===== src/rtl/acq_sequencer_if.sv =====
// Camera controller link: command byte out, busy flags back.
// Busy flags: frame_req and cmd_start_training active-high, CS_n active-low.
interface acq_sequencer_if;
  logic [7:0] cam_ctrl;
  logic       frame_req;
  logic       cmd_start_training;
  logic       CS_n;

  modport master (
    output cam_ctrl,
    input  frame_req,
    input  cmd_start_training,
    input  CS_n
  );

  modport slave (
    input  cam_ctrl,
    output frame_req,
    output cmd_start_training,
    output CS_n
  );
endinterface


===== src/rtl/acq_sequencer.sv =====
// Acquisition sequencer: train, periodic grab bursts, optional temperature reads.
// Define ACQ_SEQ_WATCHDOG_EN to build the acknowledge watchdog (sets seq_err).
module acq_sequencer (
  input  logic        clk_fix,
  input  logic        rst_fix,
  input  logic        seq_en,
  input  logic [15:0] interval,
  input  logic [3:0]  temp_every,
  input  logic        abort,
  acq_sequencer_if.master cam,
  output logic [2:0]  seq_state,
  output logic [15:0] burst_cnt,
  output logic        seq_err
);

  typedef enum logic [2:0] {
    IDLE       = 3'd0,
    TRAIN_REQ  = 3'd1,
    TRAIN_WAIT = 3'd2,
    GAP        = 3'd3,
    GRAB_REQ   = 3'd4,
    GRAB_WAIT  = 3'd5,
    TEMP_REQ   = 3'd6,
    TEMP_WAIT  = 3'd7
  } state_t;

  state_t      state;
  logic        busy_q;
  logic        abort_q;
  logic        live;
  logic        ack_seen;
  logic [15:0] gap_cnt;
  logic [15:0] burst_q;
  logic [3:0]  temp_cnt;
  logic [7:0]  ctrl_q;

  logic        abort_rise;
  logic        in_wait;
  logic        done;
  logic [3:0]  temp_nxt;
  logic        temp_hit;
  logic [15:0] gap_load;
  logic        wd_fire;
  logic        err_q;

  assign abort_rise = abort & ~abort_q;
  assign in_wait    = (state == TRAIN_WAIT) |
                      (state == GRAB_WAIT)  |
                      (state == TEMP_WAIT);
  assign done       = in_wait & ack_seen & ~busy_q;
  assign temp_nxt   = temp_cnt + 4'd1;
  assign temp_hit   = (state == GRAB_WAIT) &&
                      (temp_every != 4'd0) &&
                      (temp_nxt == temp_every);
  assign gap_load   = (interval == 16'd0) ? 16'd1 : interval;

`ifdef ACQ_SEQ_WATCHDOG_EN
  logic [4:0] wd_cnt;

  // Timeout on the 16th wait cycle without an acknowledge.
  assign wd_fire = in_wait & ~ack_seen & ~busy_q &
                   (wd_cnt == 5'd15);

  always_ff @(posedge clk_fix or posedge rst_fix) begin
    if (rst_fix) begin
      wd_cnt <= '0;
      err_q  <= 1'b0;
    end else begin
      if (!in_wait || ack_seen || busy_q)
        wd_cnt <= '0;
      else
        wd_cnt <= wd_cnt + 5'd1;
      if (wd_fire && !abort_rise)
        err_q <= 1'b1;
    end
  end
`else
  assign wd_fire = 1'b0;
  assign err_q   = 1'b0;
`endif

  always_ff @(posedge clk_fix or posedge rst_fix) begin
    if (rst_fix) begin
      state    <= IDLE;
      busy_q   <= 1'b0;
      abort_q  <= 1'b0;
      live     <= 1'b0;
      ack_seen <= 1'b0;
      gap_cnt  <= '0;
      burst_q  <= '0;
      temp_cnt <= '0;
      ctrl_q   <= '0;
    end else begin
      busy_q  <= cam.frame_req | cam.cmd_start_training | ~cam.CS_n;
      abort_q <= abort;
      live    <= 1'b1;
      ctrl_q  <= '0;
      if (abort_rise) begin
        state    <= IDLE;
        ctrl_q   <= 8'h80;
        temp_cnt <= '0;
        gap_cnt  <= '0;
        ack_seen <= 1'b0;
      end else if (wd_fire) begin
        state    <= IDLE;
        ack_seen <= 1'b0;
      end else begin
        unique case (state)
          IDLE: begin
            if (seq_en && !busy_q && live && !err_q) begin
              state  <= TRAIN_REQ;
              ctrl_q <= 8'h08;
            end
          end
          TRAIN_REQ: begin
            state    <= TRAIN_WAIT;
            ack_seen <= 1'b0;
          end
          GRAB_REQ: begin
            state    <= GRAB_WAIT;
            ack_seen <= 1'b0;
          end
          TEMP_REQ: begin
            state    <= TEMP_WAIT;
            ack_seen <= 1'b0;
          end
          GAP: begin
            if (!seq_en) begin
              state   <= IDLE;
              gap_cnt <= '0;
            end else if (gap_cnt <= 16'd1) begin
              state   <= GRAB_REQ;
              ctrl_q  <= 8'h10;
              gap_cnt <= '0;
            end else begin
              gap_cnt <= gap_cnt - 16'd1;
            end
          end
          TRAIN_WAIT, GRAB_WAIT, TEMP_WAIT: begin
            if (!ack_seen && busy_q)
              ack_seen <= 1'b1;
            if (done) begin
              ack_seen <= 1'b0;
              if (state == GRAB_WAIT) begin
                burst_q  <= burst_q + 16'd1;
                temp_cnt <= temp_hit ? 4'd0 : temp_nxt;
              end
              if (!seq_en) begin
                state <= IDLE;
              end else if (temp_hit) begin
                state  <= TEMP_REQ;
                ctrl_q <= 8'h40;
              end else begin
                state   <= GAP;
                gap_cnt <= gap_load;
              end
            end
          end
        endcase
      end
    end
  end

  assign cam.cam_ctrl = ctrl_q;
  assign seq_state    = state;
  assign burst_cnt    = burst_q;
  assign seq_err      = err_q;

endmodule


===== src/flat_wrapper.sv =====
// flat-port wrapper written by rule: the top's interface ports become plain ports
module acq_sequencer_flat 
  (clk_fix, rst_fix, seq_en, interval, temp_every, abort, seq_state, burst_cnt, seq_err, cam_cam_ctrl, cam_frame_req, cam_cmd_start_training, cam_CS_n);
  acq_sequencer_if cam_i ();
  input  logic clk_fix;
  input  logic rst_fix;
  input  logic seq_en;
  input  logic [15:0] interval;
  input  logic [3:0] temp_every;
  input  logic abort;
  output logic [2:0] seq_state;
  output logic [15:0] burst_cnt;
  output logic seq_err;
  output wire logic [$bits(cam_i.cam_ctrl)-1:0] cam_cam_ctrl;
  input wire logic [$bits(cam_i.frame_req)-1:0] cam_frame_req;
  input wire logic [$bits(cam_i.cmd_start_training)-1:0] cam_cmd_start_training;
  input wire logic [$bits(cam_i.CS_n)-1:0] cam_CS_n;
  assign cam_cam_ctrl = cam_i.cam_ctrl;
  assign cam_i.frame_req = cam_frame_req;
  assign cam_i.cmd_start_training = cam_cmd_start_training;
  assign cam_i.CS_n = cam_CS_n;
  acq_sequencer u_core (.clk_fix(clk_fix), .rst_fix(rst_fix), .seq_en(seq_en), .interval(interval), .temp_every(temp_every), .abort(abort), .cam(cam_i), .seq_state(seq_state), .burst_cnt(burst_cnt), .seq_err(seq_err));
endmodule

===== config.mk =====
export PLATFORM = sky130hd
export DESIGN_NAME = acq_sequencer_flat
export DESIGN_NICKNAME = d
export VERILOG_FILES = /design/src/rtl/acq_sequencer_if.sv /design/src/rtl/acq_sequencer.sv /design/src/flat_wrapper.sv
export SDC_FILE = /design/constraint.sdc
export NUM_CORES = 1
export LEC_CHECK = 0
export CORE_MARGIN = 2
export CORE_UTILIZATION = 35
export CTS_BUF_LIST = sky130_fd_sc_hd__clkbuf_16
export DETAILED_ROUTE_END_ITERATION = 6
export SYNTH_ARGS = -nofsm -noshare
export SYNTH_HDL_FRONTEND = slang
export SYNTH_SLANG_ARGS = --single-unit
export TNS_END_PERCENT = 50

===== constraint.sdc =====
create_clock -name clk_fix -period 4.9 [get_ports clk_fix]
set_input_delay 0.49 -clock clk_fix [delete_from_list [all_inputs] [get_ports clk_fix]]
set_output_delay 0.49 -clock clk_fix [all_outputs]
set_load 0.02 [all_outputs]

==> flow_metrics.tcl, run 1 <==
set metrics [dict create \
    post-layout-total-power_uw 1573 \
    grt_pass1_vias 2306 \
    antenna_found_initial 0 \
    netlist_instances 291 \
    min_period_ns 3.079 \
    synth_simple_gate_area_share_pct 21.62 \
    cp-start-kind "primary input" \
    grt_max_degree 48 \
    htreeDepth 2 \
    coreArea_sq_um 7727 \
    root_buffer "clkbuf_16" \
    routed_wl_um 7125 \
    nFillCells 747 \
    wl_per_cell_um 16.42 \
    rsz0062_at_grt "no" \
    drtAntennaViolNets 0 \
    dp.cells 426 \
    vias_per_cell 5.631 \
    cts_buffers 5 \
    drive_above_1_share_pct 5.422 \
    synth_compound_area_share_pct 20.77 \
    fp.dieH_um 93.37 \
    synth_top_family_by_area "simple AND/OR/NAND/NOR gates" \
    crit_arrival_ns 3.23 \
    setup_tns_ns 0 \
    nets 362 \
    synth_seq_cells 47 \
    setup_viol 0 \
    max_freq_mhz 324.8 \
    worstPathRequired_ns 5.05 \
    async_reset_ff_share_pct 100.0 \
    synth_cell_types 58 \
    finClkSkew_ns 0.005944 \
    crit_fanout 12 \
    drc 0 \
    use_met2_pct 26.62 \
    instances_no_fill 434 \
    synthAdderAreaFrac_pct 1.791 \
    fin_crit_sh_pct 62.83 \
    clk_path_buf_depth 2 \
    synth_xor_area_share_pct 8.371 \
    synth_mux_area_share_pct 0.4029 \
    slew-limit-headroom_pct 33.34 \
    overflow 0 \
    num_antenna_cells 0 \
    clkTransAtPathRegs_ns 0.07 \
    crit_buf_inv 1 \
    status "finished, final reports clean" \
    pin_count 55 \
    final_max_slew_viol_count 0 \
    hpwl_um 5104 \
    cts_resized 0 \
    first_pass_iters 4 \
    cts_sinks 47 \
    postCtsHoldBufs 0 \
    max_stage_delay_ns 0.62 \
    clock_latency_ns 0.29 \
    slowest_stage "nand4_1" \
    final_hold_viol_count 0 \
    worstPathCellList "clkdlybuf4s50_1 -> xor3_1 -> nor4_1 -> nand4_1 -> nand3_1 -> o22ai_1" \
    synth_top_area_share_pct 42.08 \
    hold_path.class "flip-flop to flip-flop" \
    cap_viol_max_count 0 \
    syn_to_final_growth_pct 24.08 \
    synth_edf_count 0 \
    cts_tree "done" \
    met3_usage_pct 2.820 \
    port_buffers 49 \
    grt.busiest_layer "met2" \
    rows 32 \
    crit_path_end_kind "flip-flop" \
    vdd_drop_max_v 0.0001901 \
    grtUsageMet1_pct 24.81 \
    p_leak_uw 0.001416 \
    synth_area_sq_um 2795 \
    path_delay_family "simple AND/OR/NAND/NOR gates" \
    vias 2444 \
    mostFrequentLayoutCells "49 x clkdlybuf4s50_1, 47 x dfrtp_1, 27 x nand2_1, 16 x xnor2_1, 15 x nor2_1" \
    p_per_area_nw_per_um2 453.6 \
    final_common_cell "clkdlybuf4s50_1" \
    synth.area.top_cells "dfrtp_1 42%, xnor2_1 5.0%, nand2_1 3.6%" \
    initial_utilization_pct 36.17 \
    grt_first_pass_wirelength_um 11810 \
    synthFlopType "dfrtp_1" \
    worstMarginPinSlew_ns 0.9999 \
    yosys.area.top_type "dfrtp_1" \
    grt_util_all_layers_pct 17.26 \
    drt_iter0_markers 143 \
    yosys_warnings 0 \
    place.gp.congestion 0.8419 \
    post_cts_buffers 0 \
    die_width_um 93.37 \
    syn_area_per_cell_sq_um 9.605 \
    die-area_sq_um 8717 \
    synth-seq-area-share_pct 42.08 \
    crit_type "primary input to flip-flop" \
]
through the flow:
stage	instance area (sq um)	worst slack, ns	hold slack, ns	utilization (%)
floorplan	2810	2.613	0.4665	-
global placement	3323	1.764	0.4598	43.01
detailed placement	3323	1.669	0.4630	43.01
CTS	3468	1.972	0.4760	44.88
global route	3468	1.674	0.4813	44.88
finish	3468	1.821	0.4741	44.88
Yosys cell counts, drive strengths merged (3+ instances only):
cell	instances
a22oi	6
or3	3
a21oi	10
nor4	14
o31ai	3
dfrtp	47
or4	5
buf	9
o2bb2ai	8
xnor2	16
a31oi	4
and3	4
nor3	7
xor2	8
a22o	5
inv	7
ha	4
and2	4
clkbuf	11
nand2	27
o21ai	6
nand3	10
o211ai	11
nand2b	4
nor2	15
nand4	5
layout make-up:
type,instances,area (sq um),area share (%)
multi-input combinational,221,1503,43.33
sequential,47,1176,33.91
timing repair buffer,49,490.5,14.14
tap,102,127.6,3.680
clock buffer,5,125.1,3.607
inverter,7,26.28,0.7576
clock inverter,3,20.02,0.5772
routing by layer:
metal / part of all wire (%) / up-vias
li1: - / 1161
met1: 46 / 1193
met2: 47 / 80
met3: 5.4 / 10
met4: 1.7 / 0
met5: 0 / -
sequential cells by signal (all words and copies together) (netlist names):
name                 count
u_core.abort_q           1
u_core.live              1
u_core.busy_q            1
u_core.cam.cam_ctrl      4
u_core.ack_seen          1
u_core.temp_cnt          4
u_core.seq_state         3
u_core.gap_cnt          16
u_core.burst_cnt        16
power by group:
group / switching (uW) / leakage (uW) / total (uW) / internal, uW
combinational: 402 / 0.000711 / 692 / 290
sequential: 87.8 / 0.000638 / 538 / 450
clock: 155 / 0.0000658 / 343 / 188
total: 645 / 0.00142 / 1570 / 928
path summary, 6_finish.rpt:
| check | cells after the start | slack, ns | startpoint | to |
|---|---|---|---|---|
| max in group asynchronous | 2 | 3.52 | rst_fix | u_core.gap_cnt[12] |
| setup reg to reg | 6 | 1.95 | u_core.temp_cnt[0] | u_core.gap_cnt[0] |
| setup / recovery | 6 | 1.82 | temp_every[2] | u_core.gap_cnt[0] |
| hold reg to reg | 1 | 0.47 | u_core.burst_cnt[15] | u_core.burst_cnt[15] |
| min in group asynchronous | 2 | 0.74 | rst_fix | u_core.burst_cnt[13] |
| hold / removal | 1 | 0.47 | u_core.burst_cnt[15] | u_core.burst_cnt[15] |
logic make-up after synthesis:
family / Yosys count
flip-flops: 47
other: 2
buffers and inverters: 27
multiplexers: 1
AO/OA/AOI/OAI: 74
adder cells (fa/ha/maj): 4
XOR/XNOR: 25
AND/OR/NAND/NOR: 111
Power figures use the tool's default switching activity.
==> run 2: changes to the inputs <==
clock period = 3.2 ns   (was 4.9 ns; I/O delays follow)
==> run 2 against run 1 <==
Against the previous run:
- final cell count rose by 0.69%
- sequential power increased by 52%
- routed wire length fell by 0.15%
- total power is 52% higher
- flip-flop and latch count is the same
- critical path depth fell by 1
- register-to-register slack worse by 1.2 ns
- die area stayed put
- critical endpoint unchanged
- largest cell class unchanged
- highest routed layer unchanged
==> flow_metrics.tcl, run 2 (synthesized netlist as in run 1, its figures left out) <==
set metrics [dict create \
    final_max_slew_viol_count 0 \
    post_cts_buffers 0 \
    num_antenna_cells 0 \
    p_per_area_nw_per_um2 684.5 \
    cts_buffers 5 \
    hpwl_um 5090 \
    mostFrequentLayoutCells "49 x clkdlybuf4s50_1, 47 x dfrtp_1, 27 x nand2_1, 16 x xnor2_1, 15 x nor2_1" \
    final_hold_viol_count 0 \
    crit_arrival_ns 2.60 \
    root_buffer "clkbuf_16" \
    status "finished, final reports clean" \
    rows 32 \
    cts_sinks 47 \
    rsz0062_at_grt "no" \
    postLayoutCellArea_sq_um 3492 \
    worst_slack_ns 0.7453 \
    cts_tree "done" \
    grt_pass1_vias 2356 \
    cp-start-kind "flip-flop" \
    multi_input_area_sq_um 1503 \
    nFillCells 736 \
    slew-limit-headroom_pct 34.89 \
    vias_per_cell 5.597 \
    place_ws_ns 0.5604 \
    worstPathRequired_ns 3.34 \
    wl_per_cell_um 16.28 \
    drt_iter0_markers 133 \
    antenna_found_initial 0 \
    cap_viol_max_count 0 \
    nets 366 \
    clkTransAtPathRegs_ns 0.07 \
    initial_utilization_pct 36.17 \
    p_leak_uw 0.001437 \
    max_freq_mhz 407.4 \
    place_area_sq_um 3353 \
    drtAntennaViolNets 0 \
    postCtsHoldBufs 0 \
    setup_tns_ns 0 \
    clk_path_buf_depth 2 \
    final_common_cell "clkdlybuf4s50_1" \
    vias 2446 \
    fp.dieH_um 93.37 \
    grt_util_all_layers_pct 16.96 \
    htreeDepth 2 \
    drc 0 \
    crit_type "flip-flop to flip-flop" \
    seqCellArea_sq_um 1176 \
    worstMarginPinSlew_ns 0.9752 \
    hold_path.class "flip-flop to flip-flop" \
    coreArea_sq_um 7727 \
    port_buffers 49 \
    crit_path_end_kind "flip-flop" \
    clock_latency_ns 0.29 \
    finClkSkew_ns 0.005850 \
    overflow 0 \
    syn_to_final_growth_pct 24.93 \
    final_util_pct 45.19 \
    pin_count 55 \
    die_width_um 93.37 \
    setup_viol 0 \
    fin_crit_sh_pct 76.71 \
    drive_above_1_share_pct 6.269 \
    vdd_drop_max_v 0.0003811 \
    crit_fanout 8 \
    cts_resized 0 \
    grt_max_degree 48 \
    first_pass_iters 4 \
    place.gp.congestion 0.8360 \
    grt_first_pass_wirelength_um 11790 \
    routed_wl_um 7114 \
    die-area_sq_um 8717 \
    min_period_ns 2.455 \
]
-- run 2: metrics by stage --
step	total power (uW)	instances	hold slack, ns
after floorplan	1667	295	0.3514
after global placement	1867	430	0.4594
after detailed placement	1863	430	0.4669
after CTS	2386	437	0.4802
after global routing	2558	437	0.4874
final	2390	437	0.4750
-- run 2: worst paths after layout --
kind                                 startpoint                    to  slack, ns  cells past startpoint
setup / recovery             u_core.gap_cnt[10]     u_core.gap_cnt[0]       0.75                      5
setup reg to reg             u_core.gap_cnt[10]     u_core.gap_cnt[0]       0.75                      5
min in group asynchronous               rst_fix     u_core.gap_cnt[9]       0.57                      2
max in group asynchronous               rst_fix     u_core.gap_cnt[2]       2.01                      2
hold / removal             u_core.burst_cnt[15]  u_core.burst_cnt[15]       0.48                      1
hold reg to reg            u_core.burst_cnt[15]  u_core.burst_cnt[15]       0.48                      1
-- run 2: final cells by class --
type / count / share of cell area, %
inverter: 7 / 0.7524
timing repair buffer: 53 / 14.91
sequential: 47 / 33.68
clock inverter: 2 / 0.3941
multi-input combinational: 221 / 43.03
tap: 102 / 3.655
clock buffer: 5 / 3.583
-- run 2: critical path, stage by stage, from the launching register on --
cell     delay (ns)
dfrtp_1        0.43
or4_4          0.60
or4_4          0.63
o211a_1        0.37
a21oi_1        0.19
o22ai_1        0.08
-- run 2: report_power, final --
group / total, uW / internal, uW / switching (uW)
clock network: 507 / 285 / 221
registers: 819 / 690 / 129
logic: 1060 / 447 / 618
total: 2390 / 1420 / 968
-- run 2: layer usage --
metal	GRT usage, %	share of wire (%)	vias up
met5	0	0	-
met4	6.740	2.1	0
met3	2.579	5.4	13
met2	26.50	47	81
met1	23.58	45	1182
li1	-	-	1170
==> run 3: changes to the inputs <==
clock period = 2.2 ns   (was 3.2 ns; I/O delays follow)
==> run 3 against run 2 <==
Against the previous run:
- the flow now finishes with violations (negative setup slack)
- total power is 76% higher
- clock skew shrank 0.0020 ns
- routed wire length increased by 4.9%
- first-iteration DRC count grew 12%
- non-clock buffer count up 31
- hold slack lost 0.18 ns
- utilization rose by 4.6 points
- clock power up 92%
- global-route usage rose by 0.76 points
- critical path depth unchanged
- critical path type unchanged
- highest routed layer unchanged
==> flow_metrics.tcl, run 3 (synthesized netlist as in run 1, its figures left out) <==
set metrics [dict create \
    status "finished with violations" \
    violations "negative setup slack" \
    vias 2578 \
    seq_power_share_pct 27.6 \
    slew-limit-headroom_pct 57.70 \
    hpwl_um 5496 \
    clk_path_buf_depth 2 \
    rows 32 \
    worstPathRequired_ns 2.38 \
    first_pass_iters 4 \
    multi_input_area_sq_um 1560 \
    coreArea_sq_um 7727 \
    hold_ws_ns 0.2937 \
    drc 0 \
    routed_wl_um 7463 \
    grt_pass1_vias 2422 \
    drt_iter0_markers 149 \
    share_comb_of_total_power_pct 49.4 \
    setup_tns_ns -0.03495 \
    critPathLaunch "u_core.gap_cnt[11]" \
    cts_tree "done" \
    initial_utilization_pct 36.17 \
    worstRegToRegCells 5 \
    p_int_uw 2672 \
    rsz0062_at_grt "yes" \
    pin_count 55 \
    wl_per_cell_um 15.91 \
    vias_per_cell 5.497 \
    final_max_slew_viol_count 0 \
    syn_to_final_growth_pct 37.60 \
    htreeDepth 2 \
    place.gp.congestion 0.8560 \
    crit_type "flip-flop to flip-flop" \
    grt_util_all_layers_pct 17.73 \
    regToRegStartpoint "u_core.gap_cnt[11]" \
    fp.dieH_um 93.37 \
    dp.cells 458 \
    grt_max_degree 26 \
    clock_latency_ns 0.29 \
    num_antenna_cells 0 \
    clkTransAtPathRegs_ns 0.06 \
    max_freq_mhz 451.8 \
    crit_arrival_ns 2.39 \
    place_area_sq_um 3583 \
    drtAntennaViolNets 0 \
    min_period_ns 2.214 \
    power_frac_clock_pct 23.0 \
    p_sw_uw 1544 \
    die-area_sq_um 8717 \
    root_buffer "clkbuf_16" \
    postCtsHoldBufs 0 \
    instances_no_fill 469 \
    fin_crit_sh_pct 100.6 \
    port_buffers 49 \
    cp-start-kind "flip-flop" \
    nets 397 \
    rrSetupSlack_ns -0.01 \
    hold_path.class "primary input to async pin" \
    final_common_cell "clkdlybuf4s50_1" \
    antenna_found_initial 0 \
    critPathCapture "u_core.gap_cnt[4]" \
    crit_fanout 8 \
    grt_first_pass_wirelength_um 12090 \
    p_leak_uw 0.001629 \
    mostFrequentLayoutCells "49 x clkdlybuf4s50_1, 46 x dfrtp_1, 34 x buf_4, 27 x nand2_1, 16 x xnor2_1" \
    cts_sinks 47 \
    place_ws_ns -0.002143 \
    r2r-end "u_core.gap_cnt[4]" \
    switching_share_pct 36.63 \
    setup_viol 5 \
    seqCellArea_sq_um 1177 \
    cap_viol_max_count 0 \
    worst_slack_ns -0.01354 \
    overflow 0 \
    nFillCells 706 \
    drive_above_1_share_pct 17.44 \
    vdd_drop_max_v 0.0005137 \
    die_width_um 93.37 \
    crit_path_end_kind "flip-flop" \
    final_hold_viol_count 0 \
    postLayoutCellArea_sq_um 3846 \
    worstMarginPinSlew_ns 0.6185 \
    p_per_area_nw_per_um2 1096 \
    cts_buffers 5 \
    finClkSkew_ns 0.003818 \
]
[run 3: changes by cell type in the layout (fill, tap and decap cells not counted), moves of 2 or more]
cell / before / now
buf_4: 4 / 34
bufinv_16: 0 / 2
nor4_1: 14 / 11
nor4_2: 0 / 3
or4_1: 3 / 1
or4_4: 2 / 4
[run 3: area by class of cell]
type	instances	area share [%]
flip-flops and latches	47	30.61
well taps	102	3.318
clock buffers	5	3.253
inverters	7	0.6831
multi-input cells	221	40.57
repair buffers	84	19.91
clock inverters	3	1.659
[run 3: per-layer routing]
layer	up-vias	part of all wire [%]	routed length, um	track usage, %
met1	1238	46	3427	25.00
met5	-	0	0	0
met2	91	47	3509	27.58
met3	11	5.5	409	2.579
met4	0	1.5	115	6.618
li1	1238	-	-	-
[run 3: metrics by stage]
step           total power [uW]  utilization [%]
2_1_floorplan              2437                -
3_3_place_gp               3005            46.37
3_5_place_dp               3008            46.37
4_1_cts                    4011            48.82
5_1_grt                    4460            49.77
6_report                   4216            49.77
[run 3: what timing repair did]
action                                  in CTS  in global routing
setup buffers                                0                  3
endpoints found under the setup margin       1                 17
pin swaps                                    0                  1
resized for setup                            1                 11
[run 3: worst max-delay path, stage by stage, from the launching register on]
cell     delay [ns]
dfrtp_1        0.39
or4_4          0.55
or4_4          0.52
o21ai_4        0.28
o31ai_1        0.12
a32o_1         0.25
[run 3: power by group through the flow]
stage	registers [uW]	logic, uW	clock network (uW)
floorplan	1150	1290	0
detailed placement	1150	1850	0
global placement	1150	1850	0
finish	1160	2080	971
CTS	1140	1870	994
global route	1180	2250	1030
[run 3: worst min-delay path by stage]
| stage | from | endpoint | slack [ns] | cells after the start |
|---|---|---|---|---|
| 3_5_place_dp | u_core.burst_cnt[15] | u_core.burst_cnt[15] | 0.47 | 1 |
| 3_3_place_gp | u_core.burst_cnt[15] | u_core.burst_cnt[15] | 0.46 | 1 |
| 6_report | rst_fix | u_core.burst_cnt[11] | 0.29 | 2 |
| 5_1_grt | rst_fix | u_core.gap_cnt[14] | 0.36 | 2 |
| 4_1_cts | rst_fix | u_core.seq_state[0] | 0.31 | 2 |
| 2_1_floorplan | abort | u_core.abort_q | 0.25 | 0 |
